$ cat src/rtl/mem_io_pkg.sv
// Shared constants for the CPU memory/IO bridge: IO register offsets,
// register bit positions and the default base of the IO window.
package mem_io_pkg;

  localparam logic [31:0] IO_BASE_DEFAULT = 32'hFFFF_FC00;

  // Register offsets relative to the IO base
  localparam logic [7:0] OFF_LED    = 8'h60;
  localparam logic [7:0] OFF_SW     = 8'h70;
  localparam logic [7:0] OFF_IDX    = 8'h74;
  localparam logic [7:0] OFF_STATUS = 8'h78;
  localparam logic [7:0] OFF_CTRL   = 8'h7C;

  // STATUS and CTRL bit positions
  localparam int STATUS_PEND_BIT = 0;
  localparam int STATUS_OVR_BIT  = 1;
  localparam int CTRL_SEXT_BIT   = 0;

endpackage

$ cat src/rtl/input_debounce.sv
// Two-flop synchroniser followed by a stability counter. The debounced level
// follows the synced input only after it has differed for DEBOUNCE_CYCLES
// consecutive cycles. 'rise' is high during the cycle whose edge takes the
// level from 0 to 1, so a consumer sees the press on that same edge.
module input_debounce #(
  parameter int DEBOUNCE_CYCLES = 16
) (
  input  logic clk,
  input  logic rst_n,
  input  logic raw_in,
  output logic level,
  output logic rise
);

  localparam int CNT_W = (DEBOUNCE_CYCLES > 1) ? $clog2(DEBOUNCE_CYCLES) : 1;
  localparam logic [CNT_W-1:0] CNT_LAST = CNT_W'(DEBOUNCE_CYCLES - 1);

  logic             sync_meta;
  logic             sync_q;
  logic [CNT_W-1:0] cnt;
  logic             differ;
  logic             settle;

  assign differ = (sync_q != level);
  assign settle = differ && (cnt == CNT_LAST);
  assign rise   = settle && sync_q;

  // Synchronise the raw input and track how long it has disagreed with the level
  always_ff @(posedge clk or negedge rst_n) begin
    if (!rst_n) begin
      sync_meta <= 1'b0;
      sync_q    <= 1'b0;
      cnt       <= '0;
      level     <= 1'b0;
    end else begin
      sync_meta <= raw_in;
      sync_q    <= sync_meta;
      if (settle) begin
        level <= sync_q;
        cnt   <= '0;
      end else if (differ) begin
        cnt <= cnt + CNT_W'(1);
      end else begin
        cnt <= '0;
      end
    end
  end

endmodule

$ cat src/rtl/mem_io_bridge.sv
// Bridge between the single-cycle CPU datapath and Data-Memory / board IO.
// Addresses at or above IO_BASE hit the IO register window; everything else
// passes straight through to memory. Loads are fully combinational.
module mem_io_bridge
  import mem_io_pkg::*;
#(
  parameter int DATA_W          = 32,
  parameter int SW_W            = 8,
  parameter int IDX_W           = 3,
  parameter int LED_W           = 16,
  parameter int DEBOUNCE_CYCLES = 16,
  parameter logic [DATA_W-1:0] IO_BASE = DATA_W'(IO_BASE_DEFAULT)
) (
  input  logic              clk,
  input  logic              rst_n,
  input  logic              cpu_read,
  input  logic              cpu_write,
  input  logic [DATA_W-1:0] addr_in,
  input  logic [DATA_W-1:0] wdata_in,
  output logic [DATA_W-1:0] rdata_out,
  output logic [DATA_W-1:0] m_addr,
  output logic              m_re,
  output logic              m_we,
  output logic [DATA_W-1:0] m_wdata,
  input  logic [DATA_W-1:0] m_rdata,
  input  logic [SW_W-1:0]   sw_in,
  input  logic [IDX_W-1:0]  idx_in,
  input  logic              confirm_in,
  output logic [LED_W-1:0]  led_out
);

  logic              is_io;
  logic [DATA_W-1:0] io_off;
  logic              status_rd;
  logic [SW_W-1:0]   sw_meta, sw_sync;
  logic [IDX_W-1:0]  idx_meta, idx_sync;
  logic              sext;
  logic              pending;
  logic              overrun;
  logic              confirm_level;
  logic              confirm_rise;

  assign is_io     = (addr_in >= IO_BASE);
  assign io_off    = addr_in - IO_BASE;
  assign m_addr    = addr_in;
  assign m_wdata   = wdata_in;
  assign m_re      = cpu_read  && !is_io;
  assign m_we      = cpu_write && !is_io;
  assign status_rd = cpu_read && is_io && (io_off == DATA_W'(OFF_STATUS));

  // Synchronise the switch banks into the clock domain
  always_ff @(posedge clk or negedge rst_n) begin
    if (!rst_n) begin
      sw_meta  <= '0;
      sw_sync  <= '0;
      idx_meta <= '0;
      idx_sync <= '0;
    end else begin
      sw_meta  <= sw_in;
      sw_sync  <= sw_meta;
      idx_meta <= idx_in;
      idx_sync <= idx_meta;
    end
  end

  input_debounce #(
    .DEBOUNCE_CYCLES(DEBOUNCE_CYCLES)
  ) u_confirm (
    .clk   (clk),
    .rst_n (rst_n),
    .raw_in(confirm_in),
    .level (confirm_level),
    .rise  (confirm_rise)
  );

  // A press can only come out of the released level
  assert property (@(posedge clk) disable iff (!rst_n) confirm_rise |-> !confirm_level);

  // Writable IO registers; writes to other IO offsets are dropped
  always_ff @(posedge clk or negedge rst_n) begin
    if (!rst_n) begin
      led_out <= '0;
      sext    <= 1'b0;
    end else if (cpu_write && is_io) begin
      if (io_off == DATA_W'(OFF_LED))  led_out <= wdata_in[LED_W-1:0];
      if (io_off == DATA_W'(OFF_CTRL)) sext    <= wdata_in[CTRL_SEXT_BIT];
    end
  end

  // Sticky press flags; a press landing on a STATUS read survives the clear
  always_ff @(posedge clk or negedge rst_n) begin
    if (!rst_n) begin
      pending <= 1'b0;
      overrun <= 1'b0;
    end else if (status_rd) begin
      pending <= confirm_rise;
      overrun <= 1'b0;
    end else if (confirm_rise) begin
      if (pending) overrun <= 1'b1;
      pending <= 1'b1;
    end
  end

  // Load data mux: memory, IO register, or 0 when no load is in progress
  always_comb begin
    rdata_out = '0;
    if (cpu_read) begin
      if (!is_io) begin
        rdata_out = m_rdata;
      end else if (io_off == DATA_W'(OFF_LED)) begin
        rdata_out = DATA_W'(led_out);
      end else if (io_off == DATA_W'(OFF_SW)) begin
        rdata_out = {{(DATA_W-SW_W){sext & sw_sync[SW_W-1]}}, sw_sync};
      end else if (io_off == DATA_W'(OFF_IDX)) begin
        rdata_out = DATA_W'(idx_sync);
      end else if (io_off == DATA_W'(OFF_STATUS)) begin
        rdata_out[STATUS_PEND_BIT] = pending;
        rdata_out[STATUS_OVR_BIT]  = overrun;
      end else if (io_off == DATA_W'(OFF_CTRL)) begin
        rdata_out[CTRL_SEXT_BIT] = sext;
      end
    end
  end

endmodule

$ cat config.mk
export PLATFORM = sky130hd
export DESIGN_NAME = mem_io_bridge
export DESIGN_NICKNAME = d
export VERILOG_FILES = /design/src/rtl/mem_io_pkg.sv /design/src/rtl/input_debounce.sv /design/src/rtl/mem_io_bridge.sv
export SDC_FILE = /design/constraint.sdc
export NUM_CORES = 1
export LEC_CHECK = 0
export BUFFER_PORTS_ARGS = -buffer_cell sky130_fd_sc_hd__buf_2
export CORE_AREA = 2 2 88 90
export CTS_BUF_LIST = sky130_fd_sc_hd__clkbuf_2 sky130_fd_sc_hd__clkbuf_4 sky130_fd_sc_hd__clkbuf_8
export CTS_CLUSTER_DIAMETER = 200
export DETAILED_ROUTE_END_ITERATION = 8
export DIE_AREA = 0 0 90 92
export GPL_TIMING_DRIVEN = 1
export PLACE_DENSITY = 0.81
export RECOVER_POWER = 100
export SYNTH_ARGS = -nofsm -noshare
export SYNTH_HDL_FRONTEND = slang
export SYNTH_SLANG_ARGS = --single-unit
$ cat constraint.sdc
create_clock -name clk -period 4.1 [get_ports clk]
set_clock_uncertainty 0.05 [all_clocks]
set_input_delay 0.82 -clock clk [delete_from_list [all_inputs] [get_ports clk]]
set_output_delay 0.82 -clock clk [all_outputs]
set_load 0.005 [all_outputs]
# After elaboration in Yosys (flattened, before gate mapping)
# Cells that the tools add are included.
# word_totals
ff_bits,48
in_bits,112
out_inout_bits,114
word_cells,52
# classes
n_addsub,2
n_lt_le_gt_ge,1
eq_ne,7
muxes,16
n_bitwise,1
n_reduce_logical,13
# ops
operator,count
"equality test 32 x 7 -> 1 bit, second input constant",5
two-way mux 32 bit,4
">= comparator 32 bit, second input constant",1
"subtractor 32 bit, second input constant",1
two-way mux 1 bit,9
two-way mux 4 bit,2
logical AND 1 bit,7
AND reduction 2 bit,3
"adder 4 x 1 -> 4 bit, second input constant",1
"equality test 4 bit, second input constant",1
nonzero test 2 bit,2
two-way mux 2 bit,1
bitwise AND 1 bit,1
zero test 1 bit,1
inequality test 1 bit,1

# Longest topological paths before layout
# Gate-level depths: netlist (run 1).
# depth
depth_word,9
ltp_mapped,8
mapped_depth_nobuf,6

# Modules after synthesis
# A second synthesis (run 1) with hierarchy kept.
# unflattened
cells_unflattened,309
hier_area_um2,2936.6
# by_module_without_submodules
module,n_inst,cells_per_inst,area_per_inst_um2,seq_area_each_um2
mem_io_bridge,1,288,2645.0,1026.0
input_debounce,1,21,291.5,175.2

# Worst setup path before layout (run 1)
# No wires, ideal clock.
# synth_path
kind,input to output
start,in addr_in[1]
end,out rdata_out[21]
t_arrival_ns,2.871
required_time_ns,3.230
setup_slack_ns,0.359
cell_stages,8
n_path_buf,2
path_cell_list,or4_4 -> nor4_4 -> or4b_4 -> nor4_4 -> and2b_1 -> buf_4 -> buf_6 -> a21o_1
# synth_via
elab_chain_cells,6
elab_cells_between_ends,8
classes_between,add/sub: 1; order compare: 1; eq/ne: 2; mux: 4
# synth_rtl
item,line,rtl
"start, declared",mem_io_bridge.sv:18,"input logic [DATA_W-1:0] addr_in,"
subtractor 32 bit,mem_io_bridge.sv:44,assign io_off = addr_in - IO_BASE;
equality test 32 x 7 -> 1 bit,mem_io_bridge.sv:112,end else if (io_off == DATA_W'(OFF_SW)) begin
two-way mux 32 bit,mem_io_bridge.sv:112,
two-way mux 32 bit,mem_io_bridge.sv:110,end else if (io_off == DATA_W'(OFF_LED)) begin
two-way mux 32 bit *,mem_io_bridge.sv:108,if (!is_io) begin
two-way mux 32 bit *,mem_io_bridge.sv:107,if (cpu_read) begin
"end, declared",mem_io_bridge.sv:20,"output logic [DATA_W-1:0] rdata_out,"
# Mark *: on every way between the ends. The rest lies on a longest branch, timed or not.

# Final worst setup path (run 1)
# layout_path
start,in addr_in[1]
end,out rdata_out[9]
# Same word-level chain as after synthesis.

==> results of run 1 <==
[power groups by stage]
stage	Sequential (mW)	Combinational, mW	Clock (mW)
final	0.493	0.164	0.287
after global routing	0.494	0.179	0.320
after CTS	0.493	0.171	0.300
after detailed placement	0.502	0.171	0
after global placement	0.501	0.167	0
after floorplan	0.500	0.103	0
[kinds of logic after synthesis]
logic type | share of synthesized area [%]
simple gates | 13.8
mux | 10.7
buf+inv | 20.0
compound gates | 12.9
xor+xnor | 1.20
flops | 41.0
fa+ha+maj | 0.427
[cells in the mapped netlist (all sizes together) (2+ instances only)]
library cell	instances	area, um^2
o21ai	13	65.1
nand3	7	35.0
mux2i	2	20.0
clkbuf	8	30.0
mux2	24	270
buf	68	512
nand2b	2	12.5
a22o	13	114
a21o	16	120
nand3b	2	15.0
nand2	9	33.8
and2	5	31.3
nor4	5	61.3
inv	12	45.0
xnor2	3	26.3
o21bai	2	15.0
nor3	3	15.0
or3	2	12.5
a21oi	4	20.0
nand4	8	50.1
nor2	13	48.8
dfrtp	48	1200
nor3b	3	22.5
[routing by layer]
layer	wire length [um]	GRT usage, %
met1	3440	23.4
met4	50	3.72
met5	11	0
met3	628	4.77
met2	4150	33.6
[worst paths after layout]
check	cells after the start	from	end
min reg2reg	0	u_confirm.sync_meta	u_confirm.sync_q
max in group asynchronous	1	rst_n	idx_sync[1]
max	8	addr_in[1]	rdata_out[9]
min in group asynchronous	1	rst_n	led_out[14]
min	0	u_confirm.sync_meta	u_confirm.sync_q
max reg2reg	5	u_confirm.cnt[0]	overrun
[registers in the layout, summed over array words and instances, names as in the netlist, 3 cells and up]
signal         flops
idx_sync           3
led_out           16
sw_meta            8
idx_meta           3
sw_sync            8
u_confirm.cnt      4
[cell type report]
| class | count | area (um^2) |
|---|---|---|
| Fill cell | 744 | 3900 |
| Sequential cell | 48 | 1200 |
| Multi-Input combinational cell | 152 | 1140 |
| Timing Repair Buffer | 198 | 931 |
| Tap cell | 102 | 128 |
| Clock buffer | 6 | 82.6 |
| Inverter | 12 | 45.0 |
| Clock inverter | 2 | 15.0 |
[metrics by stage]
stage / utilization [%] / instance area, um^2 / hold slack, ps / total power [mW]
CTS: 48.8 / 3630 / 294 / 0.964
detailed placement: 47.4 / 3530 / 286 / 0.673
global route: 47.6 / 3550 / 309 / 0.993
floorplan: - / 2930 / 281 / 0.603
finish: 47.6 / 3550 / 301 / 0.943
global placement: 47.4 / 3530 / 281 / 0.668
==> results.tsv, run 1 <==
metric	value	unit
status	finished with violations	
violations	max-capacitance violations, max-slew violations	
pin_count	226	
drc	0	
p_switching	241	uW
critPathRequiredTime	3230	ps
grt_max_degree	49	
p_per_area	266	nW/um^2
die_area	8280	um^2
post_cts_buffers	0	
vias_per_cell	4.98	
ant_nets	0	
dp.cells	512	
r2r_slack	2780	ps
max_slew_margin	-63.1	%
clk_latency	290	ps
synth_area	2930	um^2
critPathKind	primary input to output port	
start_util	39.4	%
gp_congestion	0.867	
numPortBuffers	193	
die_height	92	um
clkPwrFrac	30.4	%
htreeDepth	2	
path_delay_family	simple AND/OR/NAND/NOR gates	
ys_seq_area_share	41.0	%
finalHoldViolations	0	
drt-initial-drc-count	98	
ir_drop	288	uV
report.final.slew_viol_count	49	
drive_gt1_share	41.1	%
syn_to_final_growth	21.0	%
synth_ff_type	dfrtp_1	
share_comb_of_total_power	17.4	%
routed_wl	8280	um
hold_buffers	0	
p_int	702	uW
finalCritPeriodShare	96.2	%
numCtsBuffers	5	
cp-start-kind	primary input	
switching_share	25.5	%
overflow	0	
cts_tree	built	
dpl.hpwl	6770	um
final_cells	520	
pwr-share-seq	52.2	%
critPathSlowestCell	or4_4	
cp_num_buf_inv	3	
cts_sinks	48	
synthesis.nets	401	
worstSetupEndpointType	output port	
die_w	90	um
root_buffer	clkbuf_8	
leakagePower	1.82	nW
grt_pass1_vias	2491	
ctsResizeCount	0	
grt_pass1_wl	12500	um
path_max_fanout	13	
finalSetupTns	0	ps
fp.coreArea	7450	um^2
synth-async-reset-ratio	100	%
worstMarginPinSlew	2450	ps
syn_inst	288	
maxCapViolCount	1	
clk_pin_slew	80	ps
final_cell_mix	130 x buf_2, 64 x clkbuf_1, 48 x dfrtp_1	
via_count	2588	
clock.fmax	253	MHz
wl_per_cell	15.9	um
cpMostUsedCell	nor4_4	
crit_chain	buf_2 > or4_4 > nor4_4 > or4b_4 > nor4_4 > buf_4 > a22o_1 > clkbuf_1	
antenna_cells	0	
ys_ff_latch	48	
dp_slack	151	ps
syn-mean-instance-area	10.2	um^2
fp-row-count	32	
gr-usage-all-layers	18.9	%
cts_buffer_depth	2	
ys.warnings.count	0	
nets	530	
final_common_cell	buf_2	
period_needed	3940	ps
rsz0062_at_grt	false	
setup_viol	0	
drt_pass1_iterations	4	
cp.arrival	3070	ps
critical-path-max-stage-delay	540	ps
worst_hold_path_type	flop to flop	
synth.distinct_cells	43	
antenna_found_initial	1	
synth_edf_count	0	
worst_slack	155	ps
No activity file was read; power rests on OpenSTA's default activity.
==> run 2, diff against run 1 <==
Settings changed: CORE_AREA 2 2 88 90 to default, CORE_ASPECT_RATIO from default to 1.25, CORE_MARGIN from default to 2, CORE_UTILIZATION from default to 41, DIE_AREA 0 0 90 92 to default, GPL_TIMING_DRIVEN 1 to default, PLACE_DENSITY 0.81 to 0.82.
==> run 2 against run 1 <==
  * The flow still finishes with violations (max-capacitance violations, max-slew violations)
  * Register-to-register slack barely moved
  * Maximum frequency rose by 0.82%
  * Hold slack got worse by 1.4 ps
  * Sequential share of layout area rose by 0.39 points
  * Combinational power barely moved
  * Worst setup slack improved by 32 ps
  * Sequential cell count did not move
  * Clock power fell by 10%
  * Wire length rose by 3.5%
  * Highest routed layer is now met4
==> results.tsv, run 2 (same netlist as run 1, synthesis figures left out) <==
metric	value	unit	change
status	finished with violations		
violations	max-capacitance violations, max-slew violations		
pin_count	226		unchanged
period_needed	3910	ps	-32.3 ps
critical-path-max-stage-delay	510	ps	-30 ps
die_area	7850	um^2	-5.2%
r2r_slack	2770	ps	about the same
clk_latency	290	ps	about the same
max_slew_margin	-67.2	%	-4.1 points
grt_pass1_wl	12400	um	-0.28%
via_count	2578		-0.39%
report.final.slew_viol_count	49		unchanged
setup_viol	0		unchanged
worst_hold_path_type	flop to flop		
numCtsBuffers	5		unchanged
htreeDepth	2		unchanged
cp_num_buf_inv	3		unchanged
finalCritPeriodShare	95.4	%	-0.79 points
path_delay_family	simple AND/OR/NAND/NOR gates		
dpl.hpwl	6940	um	+2.5%
fp-row-count	34		+6.3%
wl_per_cell	17.0	um	+6.6%
regMostFlops	led_out		
drc	0		unchanged
reg_top3	led_out: 16 flops, sw_meta: 8 flops, sw_sync: 8 flops		
path_max_fanout	13		unchanged
root_buffer	clkbuf_8		
finalSetupTns	0	ps	unchanged
largest_register_ffs	16		unchanged
start_util	42.3	%	+2.9 points
finalHoldViolations	0		unchanged
rsz0062_at_grt	false		
grt_pass1_vias	2490		-0.040%
vias_per_cell	5.10		+2.6%
min_path_cells	0		unchanged
worstMarginPinSlew	2510	ps	+61.4 ps
gp_congestion	0.888		+2.4%
ant_nets	0		unchanged
p_per_area	260	nW/um^2	-2.1%
post_cts_buffers	0		unchanged
overflow	0		unchanged
grt_max_degree	49		unchanged
nets	528		-0.38%
clk_pin_slew	80	ps	about the same
leakagePower	1.81	nW	-0.33%
worst-r2r-cell-count	5		unchanged
fp.coreArea	6930	um^2	-6.9%
routed_wl	8570	um	+3.5%
maxCapViolCount	1		unchanged
whs_endpoint	idx_sync[2]		
r2r_end	overrun		
die_height	98.5	um	+7.1%
hold_start	idx_meta[2]		
critPathRequiredTime	3230	ps	about the same
drt-initial-drc-count	102		+4.1%
cts_buffer_depth	2		unchanged
clock.fmax	256	MHz	+0.82%
die_w	79.6	um	-12%
cts_sinks	48		unchanged
syn_to_final_growth	19.6	%	
worstSetupEndpointType	output port		
cts_tree	built		
antenna_found_initial	0		-1
drive_gt1_share	41.7	%	+0.54 points
gr-usage-all-layers	20.7	%	+1.8 points
power	913	uW	-3.2%
ir_drop	295	uV	+2.6%
crit_chain	clkbuf_1 > or4_4 > nor4_4 > or4b_4 > nor4_4 > buf_4 > a22o_1 > clkbuf_1		
drt_pass1_iterations	4		unchanged
critPathSlowestCell	or4_4		
final_common_cell	buf_2		
worst_hold_slack	299	ps	-1.45 ps
antenna_cells	0		unchanged
final_cell_mix	132 x buf_2, 61 x clkbuf_1, 48 x dfrtp_1		
critPathKind	primary input to output port		
cp.arrival	3040	ps	-30 ps
worstReg2RegStart	u_confirm.cnt[0]		
cp-start-kind	primary input		
numPortBuffers	193		unchanged
-- run 2: cell types whose count changed in the layout (fill, tap and decap cells not counted) --
cell,change
and2_1,-1
and2_2,+1
and4bb_1,-1
and4bb_2,+1
buf_1,+1
buf_2,+2
buf_4,-1
clkbuf_1,-3
clkbuf_2,-1
clkbuf_8,-1
clkinv_2,+1
clkinvlp_4,-1
-- run 2: worst register-to-register path: cells and delay by family (launching register included) --
family,cells,cell delay [ps]
fa+ha+maj,1,190
flops,1,370
compound gates,1,120
simple gates,3,540
-- run 2: final cells by class --
class	instances	area, um^2
tap	90	113
multi-input combinational	152	1140
fill	687	3430
clock inverter	2	12.5
clock buffer	5	68.8
inverter	12	45.0
sequential	48	1200
timing repair buffer	196	921
-- run 2: what timing repair did --
item | in CTS | in global routing
hold buffers | 0 | 0
gates resized for setup | 0 | 1
endpoints found under the setup margin | 0 | 10
hold endpoints to repair | 0 | 0
-- run 2: where the power goes --
part	switching (mW)	leakage, nW	internal [mW]	total, mW
Clock	0.143	0.0400	0.115	0.258
Sequential	0.00531	0.602	0.487	0.493
Combinational	0.0835	1.17	0.0787	0.162
-- run 2: metrics by stage --
step | cells | instance area (um^2) | utilization [%] | setup WS [ps]
after global placement | 498 | 3500 | 50.5 | 197
final | 505 | 3510 | 50.6 | 187
after floorplan | 288 | 2930 | - | 359
after detailed placement | 498 | 3500 | 50.5 | 153
after CTS | 505 | 3580 | 51.7 | 141
after global routing | 505 | 3510 | 50.6 | 34.1
-- run 2: worst max path at each step --
stage / slack [ps] / cells past startpoint / from / endpoint
5_1_grt: 30 / 9 / addr_in[1] / rdata_out[20]
3_5_place_dp: 150 / 9 / addr_in[1] / rdata_out[29]
3_3_place_gp: 200 / 9 / addr_in[1] / rdata_out[24]
6_report: 190 / 8 / addr_in[9] / rdata_out[6]
2_1_floorplan: 360 / 8 / addr_in[1] / rdata_out[21]
4_1_cts: 140 / 9 / addr_in[1] / rdata_out[29]
-- run 2: metal layers --
layer	global-route usage, %	part of all wire, %	wire length (um)	vias up
met1	22.2	35	3020	1224
met2	36.1	49	4180	145
li1	-	-	-	1193
met4	5.84	1.9	166	0
met5	0	0	0	-
met3	9.89	14	1210	16
==> run 3, diff against run 2 <==
Settings changed: CORE_ASPECT_RATIO 1.25 to default, SYNTH_HIERARCHICAL from default to 1.
==> run 3 against run 2 <==
  * The flow still finishes with violations (max-capacitance violations, max-slew violations)
  * Global-route usage shrank 0.63 points
  * Sequential share of layout area grew 0.20 points
  * Area after synthesis grew 0.17%
  * Utilization grew 0.19 points
  * Power grew 8.2%
  * Critical path type unchanged
  * Critical endpoint is now rdata_out[1]
  * Largest cell class unchanged
==> results.tsv, run 3 <==
metric	value	unit	change
clk_latency	300	ps	about the same
drive_gt1_share	33.7	%	-8.0 points
ctsResizeCount	0		unchanged
drt-initial-drc-count	106		+3.9%
fin_area	3490	um^2	-0.57%
antenna_found_initial	1		+1
overflow	0		unchanged
worst_hold_slack	302	ps	+2.51 ps
synth_edf_count	0		unchanged
r2r_end	overrun		
root_buffer	clkbuf_8		
via_count	2713		+5.2%
grt_max_degree	49		unchanged
critPathRequiredTime	3230	ps	about the same
ant_nets	0		unchanged
clock.fmax	266	MHz	+3.9%
p_int	745	uW	+9.3%
yosys.area.top_type	dfrtp_1		
cts_buffer_depth	2		unchanged
die_w	88.6	um	+11%
cts_tree	built		
ys.warnings.count	6		+6
fp.coreArea	6870	um^2	-0.94%
dpl.hpwl	7000	um	+0.80%
final_cell_mix	110 x buf_2, 81 x clkbuf_1, 48 x nand2_1, 48 x dfrtp_1, 17 x mux2_2		
status	finished with violations		
numPortBuffers	193		unchanged
reg_top3	led_out: 16 flops, sw_meta: 8 flops, sw_sync: 8 flops		
path_max_fanout	6		-7
die_height	88.6	um	-10%
wl_per_cell	15.8	um	-7.1%
worstSetupEndpointType	output port		
synth_commonest_cells	65 x buf_4, 48 x dfrtp_1, 48 x nand2_1		
synth_top_area_share	40.9	%	-0.070 points
pin_count	226		unchanged
numCtsBuffers	5		unchanged
fp-row-count	30		-12%
finalCritPeriodShare	91.8	%	-3.6 points
ys_seq_area_share	40.9	%	-0.070 points
finalHoldViolations	0		unchanged
grt_pass1_vias	2515		+1.0%
gp_congestion	0.820		-7.6%
netlist_top_cells_area	dfrtp_1 41%, buf_4 17%, mux2_2 6.5%, nand2_1 6.1%, nand4_1 2.1%		
drt_pass1_iterations	4		unchanged
syn_inst	309		+7.3%
hold_buffers	0		unchanged
post_cts_buffers	0		unchanged
startpoint	addr_in[15]		
leakagePower	1.72	nW	-5.1%
final_cells	536		+6.1%
placed_area	3520	um^2	+0.43%
start_util	42.8	%	+0.47 points
cp.arrival	2890	ps	-150 ps
htreeDepth	2		unchanged
fill_cells	706		+2.8%
worst-r2r-cell-count	5		unchanged
cp-start-kind	primary input		
synth.distinct_cells	53		+23%
p_per_area	283	nW/um^2	+8.8%
cts_sinks	48		unchanged
r2r_slack	2680	ps	-90 ps
synthesis.nets	422		+5.2%
switching_share	24.6	%	-0.78 points
largest_register_ffs	16		unchanged
syn_to_final_growth	18.7	%	
violations	max-capacitance violations, max-slew violations		
synth_area	2940	um^2	+0.17%
max_slew_margin	-70.0	%	-2.8 points
final_common_cell	buf_2		
vias_per_cell	5.06		-0.85%
rsz0062_at_grt	false		
yosysMostFrequentCell	buf_4		
regMostFlops	led_out		
pwr-share-seq	49.9	%	-4.1 points
period_needed	3760	ps	-148 ps
grt_pass1_wl	12200	um	-2.2%
synth_ff_type	dfrtp_1		
crit_end	rdata_out[1]		
ir_drop	195	uV	-34%
clk_pin_slew	80	ps	about the same
routed_wl	8450	um	-1.4%
p_switching	243	uW	+4.8%
dp.cells	527		+5.8%
nets	551		+4.4%
finalSetupTns	0	ps	unchanged
gr-usage-all-layers	20.1	%	-0.63 points
worstReg2RegStart	u_confirm/cnt[0]		
synth-async-reset-ratio	100	%	unchanged
maxCapViolCount	1		unchanged
clkPwrFrac	34.4	%	+6.1 points
share_comb_of_total_power	15.7	%	-2.1 points
die_area	7860	um^2	+0.11%
ys_ff_latch	48		unchanged
syn-mean-instance-area	9.50	um^2	-6.6%
worstMarginPinSlew	2550	ps	+42.3 ps
drc	0		unchanged
power	987	uW	+8.2%
critPathKind	primary input to output port		
worst_hold_path_type	flop to flop		
report.final.slew_viol_count	49		unchanged
setup_viol	0		unchanged
run 3: worst max-delay path: stages:
cell	delay, ps
clkbuf_1	100
nand4_1	230
or4_1	620
or3_1	430
or3_1	390
o21ai_0	160
buf_2	130
run 3: power by group through the flow:
stage               registers (mW)  logic, mW  clock network (mW)
finish                       0.492      0.155               0.340
global route                 0.494      0.175               0.367
CTS                          0.493      0.167               0.351
detailed placement           0.502      0.166                   0
global placement             0.502      0.162                   0
floorplan                    0.501     0.0948                   0
run 3: per-layer routing:
| layer | wire length [um] | part of all wire (%) | track usage [%] | vias to the layer above |
|---|---|---|---|---|
| met3 | 508 | 6.0 | 3.73 | 11 |
| met1 | 3300 | 39 | 24.9 | 1309 |
| met4 | 133 | 1.6 | 5.79 | 0 |
| li1 | - | - | - | 1274 |
| met2 | 4510 | 53 | 35.6 | 119 |
| met5 | 0 | 0 | 0 | - |
run 3: stage by stage:
step,setup WS (ps),utilization (%)
2_1_floorplan,740,-
3_3_place_gp,414,51.2
3_5_place_dp,393,51.2
4_1_cts,392,52.8
5_1_grt,112,50.7
6_report,335,50.7
run 3: logic make-up after synthesis:
kind of cell    share of synthesized area [%]
compound gates                           8.82
xor+xnor                                 1.19
fa+ha+maj                               0.426
buf+inv                                  19.1
flops                                    40.9
mux                                      8.82
simple gates                             20.8
run 3: how the worst min path moves through the flow:
stage / from / to / cells past startpoint
detailed placement: sw_meta[3] / sw_sync[3] / 0
finish: sw_meta[3] / sw_sync[3] / 0
global placement: u_confirm/sync_meta / u_confirm/sync_q / 0
floorplan: idx_meta[0] / idx_sync[0] / 0
CTS: sw_meta[3] / sw_sync[3] / 0
global route: sw_meta[6] / sw_sync[6] / 0
run 3: final cells by class:
class                      count  area [um^2]  area share, %
tap                           96          120           3.45
clock inverter                 2         35.0           1.01
antenna                        1         2.50         0.0718
clock buffer                   6         76.3           2.19
inverter                       5         18.8          0.538
multi-input combinational    180         1130           32.6
sequential                    48         1200           34.5
timing repair buffer         198          897           25.7
